--- src/rtl/memory_access_pkg.sv ---
// Shared types for the MIPS memory stage: opcodes, exception flags, stage payloads
// and the bus-handshake state encoding.
package memory_access_pkg;

   typedef enum logic [3:0] {
      OP_NOP = 4'd0,
      OP_ALU = 4'd1,
      OP_LB  = 4'd2,
      OP_LBU = 4'd3,
      OP_LH  = 4'd4,
      OP_LHU = 4'd5,
      OP_LW  = 4'd6,
      OP_SB  = 4'd7,
      OP_SH  = 4'd8,
      OP_SW  = 4'd9
   } op_t;

   typedef enum logic [1:0] {
      IDLE = 2'd0,
      ADDR = 2'd1,
      DATA = 2'd2,
      HOLD = 2'd3
   } mem_state_t;

   localparam logic [1:0] MSIZE_B = 2'd0;
   localparam logic [1:0] MSIZE_H = 2'd1;
   localparam logic [1:0] MSIZE_W = 2'd2;

   typedef struct packed {
      logic ADEL;
      logic ADES;
      logic OV;
      logic RI;
      logic SYS;
   } exp_t;

   typedef struct packed {
      op_t         OP;
      logic [31:0] valA;
      logic [31:0] valB;
      logic        rm;
      logic        wm;
      logic [4:0]  regw;
      logic [31:0] pc;
      exp_t        exp;
      logic        hi_w;
      logic        lo_w;
   } M_type;

   typedef struct packed {
      logic [31:0] valA;
      logic [31:0] valB;
      logic [4:0]  regw;
      logic        hi_w;
      logic        lo_w;
      logic [31:0] pc;
      exp_t        exp;
      logic [31:0] badvaddr;
   } W_type;

   function automatic logic [31:0] ext8(input logic [7:0] b, input logic sgn);
      return {{24{sgn & b[7]}}, b};
   endfunction

   function automatic logic [31:0] ext16(input logic [15:0] h, input logic sgn);
      return {{16{sgn & h[15]}}, h};
   endfunction

endpackage

--- src/rtl/memory_access_mem_align.sv ---
// Combinational lane logic: store strobes/replication, load extraction/extension
// and alignment checking for one memory op.
module mem_align
   import memory_access_pkg::*;
(
   input  op_t         i_op,
   input  logic [1:0]  i_addr,
   input  logic [31:0] i_valB,
   input  logic [31:0] i_raw,
   output logic [3:0]  o_strobe,
   output logic [31:0] o_wdata,
   output logic [1:0]  o_size,
   output logic [31:0] o_rdata_ext,
   output logic        o_misaligned
);

   logic [7:0]  w_byte;
   logic [15:0] w_half;

   assign w_byte = i_raw[{i_addr, 3'b000} +: 8];
   assign w_half = i_addr[1] ? i_raw[31:16] : i_raw[15:0];

   // Per-opcode lane selection
   always_comb begin
      o_strobe     = 4'b0000;
      o_wdata      = i_valB;
      o_size       = MSIZE_W;
      o_rdata_ext  = i_raw;
      o_misaligned = 1'b0;
      case (i_op)
         OP_LB, OP_LBU: begin
            o_size      = MSIZE_B;
            o_rdata_ext = ext8(w_byte, i_op == OP_LB);
         end
         OP_LH, OP_LHU: begin
            o_size       = MSIZE_H;
            o_rdata_ext  = ext16(w_half, i_op == OP_LH);
            o_misaligned = i_addr[0];
         end
         OP_LW: begin
            o_misaligned = (i_addr != 2'b00);
         end
         OP_SB: begin
            o_size   = MSIZE_B;
            o_strobe = 4'b0001 << i_addr;
            o_wdata  = {4{i_valB[7:0]}};
         end
         OP_SH: begin
            o_size       = MSIZE_H;
            o_strobe     = 4'b0011 << {i_addr[1], 1'b0};
            o_wdata      = {2{i_valB[15:0]}};
            o_misaligned = i_addr[0];
         end
         OP_SW: begin
            o_strobe     = 4'b1111;
            o_misaligned = (i_addr != 2'b00);
         end
         default: begin
            o_size = MSIZE_W;
         end
      endcase
   end

endmodule

--- src/rtl/memory_access.sv ---
// MIPS memory stage: runs the data-bus handshake for loads/stores, stalls while a
// transaction is outstanding, and builds the writeback payload.
module memory_access
   import memory_access_pkg::*;
#(
   parameter int KSEG1_UNCACHED = 1
)(
   input  logic        clk,
   input  logic        resetn,
   input  M_type       M,
   input  logic        stall_ext,
   output logic        pcm,
   output W_type       W_pre,
   output logic        dreq_valid,
   output logic [31:0] dreq_addr,
   output logic [1:0]  dreq_size,
   output logic [3:0]  dreq_strobe,
   output logic [31:0] dreq_data,
   output logic        dreq_uncached,
   input  logic        dresp_addr_ok,
   input  logic        dresp_data_ok,
   input  logic [31:0] dresp_data
);

   mem_state_t  r_state;
   mem_state_t  w_next;
   logic [31:0] r_rdata;
   logic [31:0] w_raw;
   logic [3:0]  w_strobe;
   logic [31:0] w_wdata;
   logic [1:0]  w_size;
   logic [31:0] w_rdata_ext;
   logic        w_mis;
   logic        w_mem;
   logic        w_req;
   logic        w_bad;
   logic        w_valid;
   logic        w_pcm;
   logic        w_capture;

   assign w_mem = M.rm | M.wm;
   assign w_req = w_mem & ~w_mis & (M.exp == '0);
   assign w_bad = w_mem & w_mis;
   // Captured word survives the freeze; live bus data is only valid on data_ok.
   assign w_raw = (r_state == HOLD) ? r_rdata : dresp_data;

   mem_align u_align (
      .i_op         (M.OP),
      .i_addr       (M.valA[1:0]),
      .i_valB       (M.valB),
      .i_raw        (w_raw),
      .o_strobe     (w_strobe),
      .o_wdata      (w_wdata),
      .o_size       (w_size),
      .o_rdata_ext  (w_rdata_ext),
      .o_misaligned (w_mis)
   );

   // State and captured load data
   always_ff @(posedge clk or negedge resetn) begin
      if (!resetn) begin
         r_state <= IDLE;
         r_rdata <= 32'd0;
      end else begin
         r_state <= w_next;
         if (w_capture) begin
            r_rdata <= dresp_data;
         end else begin
            r_rdata <= r_rdata;
         end
      end
   end

   // Handshake next-state, request valid and stall request
   always_comb begin
      w_next    = r_state;
      w_valid   = 1'b0;
      w_pcm     = 1'b0;
      w_capture = 1'b0;
      case (r_state)
         IDLE, ADDR: begin
            if (w_req || (r_state == ADDR)) begin
               w_valid = 1'b1;
               if (dresp_addr_ok && dresp_data_ok) begin
                  w_capture = stall_ext;
                  w_next    = stall_ext ? HOLD : IDLE;
               end else if (dresp_addr_ok) begin
                  w_pcm  = 1'b1;
                  w_next = DATA;
               end else begin
                  w_pcm  = 1'b1;
                  w_next = ADDR;
               end
            end else begin
               w_next = IDLE;
            end
         end
         DATA: begin
            if (dresp_data_ok) begin
               w_capture = stall_ext;
               w_next    = stall_ext ? HOLD : IDLE;
            end else begin
               w_pcm  = 1'b1;
               w_next = DATA;
            end
         end
         HOLD: begin
            w_next = stall_ext ? HOLD : IDLE;
         end
         default: begin
            w_next = IDLE;
         end
      endcase
   end

   assign pcm           = w_pcm;
   assign dreq_valid    = w_valid;
   assign dreq_addr     = w_valid ? M.valA : 32'd0;
   assign dreq_size     = w_valid ? w_size : 2'd0;
   assign dreq_strobe   = (w_valid && M.wm) ? w_strobe : 4'b0000;
   assign dreq_data     = (w_valid && M.wm) ? w_wdata : 32'd0;
   assign dreq_uncached = (KSEG1_UNCACHED != 0) ? (w_valid & (M.valA[31:29] == 3'b101)) : 1'b0;

   // Writeback payload
   always_comb begin
      W_pre          = '0;
      W_pre.valA     = (M.rm && !w_mis && (M.exp == '0)) ? w_rdata_ext : M.valA;
      W_pre.valB     = M.valB;
      W_pre.regw     = w_bad ? 5'd0 : M.regw;
      W_pre.hi_w     = M.hi_w;
      W_pre.lo_w     = M.lo_w;
      W_pre.pc       = M.pc;
      W_pre.exp      = M.exp;
      W_pre.exp.ADEL = M.exp.ADEL | (M.rm & w_mis);
      W_pre.exp.ADES = M.exp.ADES | (M.wm & w_mis);
      W_pre.badvaddr = w_bad ? M.valA : 32'd0;
   end

endmodule
--- config.mk ---
export PLATFORM = sky130hd
export DESIGN_NAME = memory_access
export DESIGN_NICKNAME = d
export VERILOG_FILES = /design/src/rtl/memory_access_pkg.sv /design/src/rtl/memory_access_mem_align.sv /design/src/rtl/memory_access.sv
export SDC_FILE = /design/constraint.sdc
export NUM_CORES = 1
export LEC_CHECK = 0
export CAP_MARGIN = 40
export CORE_AREA = 2 2 142 144
export DETAILED_ROUTE_END_ITERATION = 6
export DIE_AREA = 0 0 144 146
export GPL_TIMING_DRIVEN = 0
export PLACE_DENSITY = 0.69
export SLEW_MARGIN = 20
export SYNTH_ARGS = -nofsm -noshare
export SYNTH_HDL_FRONTEND = slang
export SYNTH_HIERARCHICAL = 1
export SYNTH_SLANG_ARGS = --single-unit
--- constraint.sdc ---
create_clock -name clk -period 3.4 [get_ports clk]
set_clock_uncertainty 0.15 [all_clocks]
set_input_delay 0.68 -clock clk [delete_from_list [all_inputs] [get_ports clk]]
set_output_delay 0.68 -clock clk [all_outputs]
set_load 0.005 [all_outputs]
; After elaboration in Yosys (flattened, before gate mapping)
; Index checks and enable logic that the tools add are counted.
[totals]
in_bits = 151
elab_cells = 74
ff_bits = 34
[op_classes]
reduce_logical = 15
eq_ne = 12
n_bitwise = 12
n_shift = 3
n_mux = 30
[ops]
columns = op, n
row1 = 32-bit 2-to-1 mux, 5
row2 = 32-bit case mux with 2 select lines, 2
row3 = 32-bit by 6-bit indexed part select with 8-bit output, 1
row4 = 4-bit by 3-bit equality test with 1-bit output (second input constant), 4
row5 = 16-bit 2-to-1 mux, 1
row6 = 2-bit 2-to-1 mux, 6
row7 = 4-bit case mux with 3 select lines, 1
row8 = 1-bit bitwise AND, 8
row9 = 4-bit by 2-bit equality test with 1-bit output (second input constant), 2
row10 = 4-bit equality test (second input constant), 2
row11 = 1-bit 2-to-1 mux, 8
row12 = 2-bit OR reduction, 4
row13 = 1-bit case mux with 2 select lines, 3
row14 = 2-bit case mux with 3 select lines, 1
row15 = 3-bit OR reduction, 2
row16 = 5-bit logical NOT, 1
row17 = 5-bit 2-to-1 mux, 1
row18 = 2-bit equality test (second input constant), 2
row19 = 1-bit logical AND, 4
row20 = 4-bit 2-to-1 mux, 1
row21 = 2-bit case mux with 2 select lines, 1
row22 = 1-bit by 2-bit left shift with 4-bit output (first input constant), 1
row23 = 2-bit by 2-bit left shift with 4-bit output (first input constant), 1
row24 = 3-bit equality test (second input constant), 1
row25 = other kinds (7), 9

; Logic depth before layout (Yosys ltp)
[depth]
ltp_word = 11
mapped_depth = 11
depth_no_buf = 8

; Hierarchy
; Netlist, hierarchy kept.
[by_module_without_submodules]
columns = mod, area_each_um2, seq_area_each_um2, cells_per_inst, n_inst
row1 = memory_access, 3575.9, 850.8, 358, 1
row2 = mem_align, 1265.0, 0.0, 173, 1

; Worst setup path before layout
; No wires, ideal clock.
[synth_timing]
kind = input -> output
start = input port M[78] in the netlist's numbering
end = output port W_pre[109] in the netlist's numbering
cell_stages = 9
path_slack_ns = -0.154
arrival_ns = 2.724
cell_sequence = clkbuf_1 clkbuf_1 a21oi_1 o32ai_1 nor2_1 and2_4 nand2_2 buf_6 mux2_2
[synth_rtl]
columns = item, line
row1 = from (decl), memory_access.sv:10  ; input M_type M,
row2 = to (decl), memory_access.sv:13  ; output W_type W_pre,

==> metrics.txt <==
outcome complete, but fails checks; full die area 21000 um2; kind of end point of the critical path primary output; cell-by-cell listing of the critical path and2_4, buf_8, mux2_4, mux4_2, nand2_4, buf_12, nor2_4, a221o_1, mux2_4, buf_6; slack of the critical path -0.188 ns; Worst VDD drop 0.215 mV; initial core utilization 25.0%; final cycle utilization of the critical path 106%; hold violation total from the final report 0; CP Class reg -> out; pin slew with the least headroom to its limit 0.588 ns; hold buffers post-CTS 0; Fmax 279 MHz; Max Buffers Root-to-Sink 2; clock net sink count 34; standard-cell row count 51; horizontal die dimension 144 um; CP max FO 6; met3 layer wire length in the routed design 1950 um; final period demand of the worst path 3.59 ns; most used flip-flop cell after synthesis dfrtp_1; clock tree from TritonCTS built; sequential cell area 853 um2; WL met2 12600 um; growth of design area from synthesis to finish 102%; fin. max-slew vios 0; utilization after layout 50.5%; placed wire-length estimate after detailed placement 17700 um; sequential fraction of the synthesis area 17.6%; violations in the final reports setup timing; height of the die 146 um; cts bufs inserted 5; Synth Net Count 682; Core Area 19300 um2; Max Used Layer met4; Worst path top cell family by delay multiplexers; final-layout fill cell count 1864; Synth warnings 6; Hold WS 0.0855 ns; Avg WL per Cell 19.3 um; count of buffers from port buffering 326; Power per Cell Area 341 nW/um2; number of placed instances with taps included 1124; number of iterations in the first detailed-routing pass 4; crit-path max cell delay 0.49 ns; gate count after technology mapping 531; #FFs+latches synth 34; GPL Wtd Cong 0.857; antenna diode count 0; share of synthesized flip-flops with an asynchronous set or reset 100%; Multi-input gate area 3460 um2; number of enable flip-flop cells after synthesis 0; total via count in the routed design 5558; # IOs 364; number of library cell types mapped by synthesis 52; pre-CTS WS -1.85 ns; Cell Count, Final, Fillers Out 1210; RSZ-0062 raised after global routing true; HP Class in -> async; Worst slew margin 60.6%; final total negative setup slack -6.45 ns; clock latency on the worst-skew pair 0.28 ns; total gr overflow 0; post-detailed-route via-to-cell ratio 4.59; final number of setup-violating endpoints 71; antenna violations before repair 0; number of global-route vias before repair 5824; number of max-cap violations 0; area of the mapped netlist 4840 um2; layout cell share with drive strength beyond 1 52.0%; first-pass GRT wire length 34300 um; static leakage power 4.78 nW; Clk Tree Root Cell clkbuf_16; number of DRC markers in iteration 0 210; CTS clock-pin slew for the worst setup and hold paths 0.06 ns; maximum number of pins on one net before global-route repair 29; nets 1095; Most common cell on crit path mux2_4; post-route ant nets 0; Critical Path Source Type flop; detailed-route wire length on metal 1 8260 um; synthesized area per cell 9.12 um2; slowest stage cell, crit path mux4_2; required time of the critical path 2.57 ns; arrival time of the worst setup path 2.76 ns; H-tree levels 2; Global Route Usage Sum 21.6%; post-detailed-route DRC marker count 0; total length of routed wires 23400 um; buffers plus inverters on the worst setup path 3
## cell type report
| cell class | count | share of cell area, % |
|---|---|---|
| Timing Repair Buffer | 409 | 40.3 |
| Multi-Input combinational cell | 377 | 35.4 |
| Buffer | 113 | 10.5 |
| Sequential cell | 34 | 8.73 |
| Tap cell | 265 | 3.39 |
| Clock buffer | 6 | 1.42 |
| Inverter | 4 | 0.154 |
| Clock inverter | 2 | 0.128 |
## kinds of logic after synthesis
| family | Yosys count | synth area share [%] |
|---|---|---|
| muxes | 114 | 30.5 |
| DFF | 34 | 17.6 |
| AOI/OAI and AO/OA | 58 | 9.46 |
| and+or+nand+nor | 204 | 24.8 |
| buffers and inverters | 120 | 17.5 |
| xor gates and xnor gates | 1 | 0.181 |
## path summary, 6_finish.rpt
path	slack (ns)	from	cells after the start	endpoint
setup / recovery	-0.19	r_state[1]	10	W_pre[120]
max in group asynchronous	2.57	resetn	2	r_state[0]
setup reg to reg	1.41	r_state[1]	6	r_rdata[22]
hold reg to reg	0.35	r_rdata[30]	1	r_rdata[30]
hold / removal	0.09	resetn	1	r_rdata[2]
min in group clk	0.35	r_rdata[30]	1	r_rdata[30]
## placed cells by master, fill, tap and decap left out, drive strengths merged, types with 3 or more instances in the layout
master and instances:
a21o 11, a21oi 6, a221o 14, a22oi 6
and2 83, and3 33, buf 288, clkbuf 19
clkdlybuf4s50 205, dfrtp 34, dlygate4sd2 14, inv 4
mux2 106, mux4 7, nand2 50, nand2b 5
nand3 3, nor2 12, nor2b 6, nor3b 3
o21ai 9
## synthesized netlist by cell type, types with 4 or more instances
cell type,instances,share of area [%]
dfrtp_1,34,18
a221o_1,14,2.9
inv_1,4,0.31
buf_4,79,12
mux2_4,31,9.6
a21o_1,11,1.7
nand2_1,49,3.8
buf_2,10,1.0
o21ai_0,9,0.93
buf_6,11,2.6
a22oi_1,6,0.93
nor2b_1,5,0.65
mux2_2,75,17
and3_1,33,4.3
nand2b_1,4,0.52
mux4_2,7,3.3
and2_1,81,10
clkbuf_1,13,1.0
nor2_1,9,0.70
a21oi_1,5,0.52
## state kept, by name, summed over array words and instances (netlist names)
register  count
r_rdata      32
r_state       2
## per-layer routing
metal,track usage (%),vias to the layer above
met3,4.21,31
met1,23.8,2614
met4,6.13,0
li1,-,2621
met2,41.2,292
met5,0,-
## metrics by stage
stage | power, mW | cell area (um2)
4_1_cts | 3.29 | 9560
5_1_grt | 3.51 | 9770
2_1_floorplan | 1.54 | 4850
6_report | 3.33 | 9770
3_3_place_gp | 2.35 | 8440
3_5_place_dp | 2.38 | 8470
## report_power, final
group          internal [mW]  switching (mW)
Clock                  0.290           0.189
Sequential             0.604          0.0995
Combinational           1.39           0.761
Total                   2.28            1.05
## what timing repair did
| item | CTS | global route |
|---|---|---|
| gates cloned | 5 | 0 |
| pin swaps | 42 | 9 |
| buffers inserted | 68 | 10 |
| resized for setup | 623 | 57 |
| setup endpoints to repair | 178 | 137 |
Power figures use the tool's default switching activity.
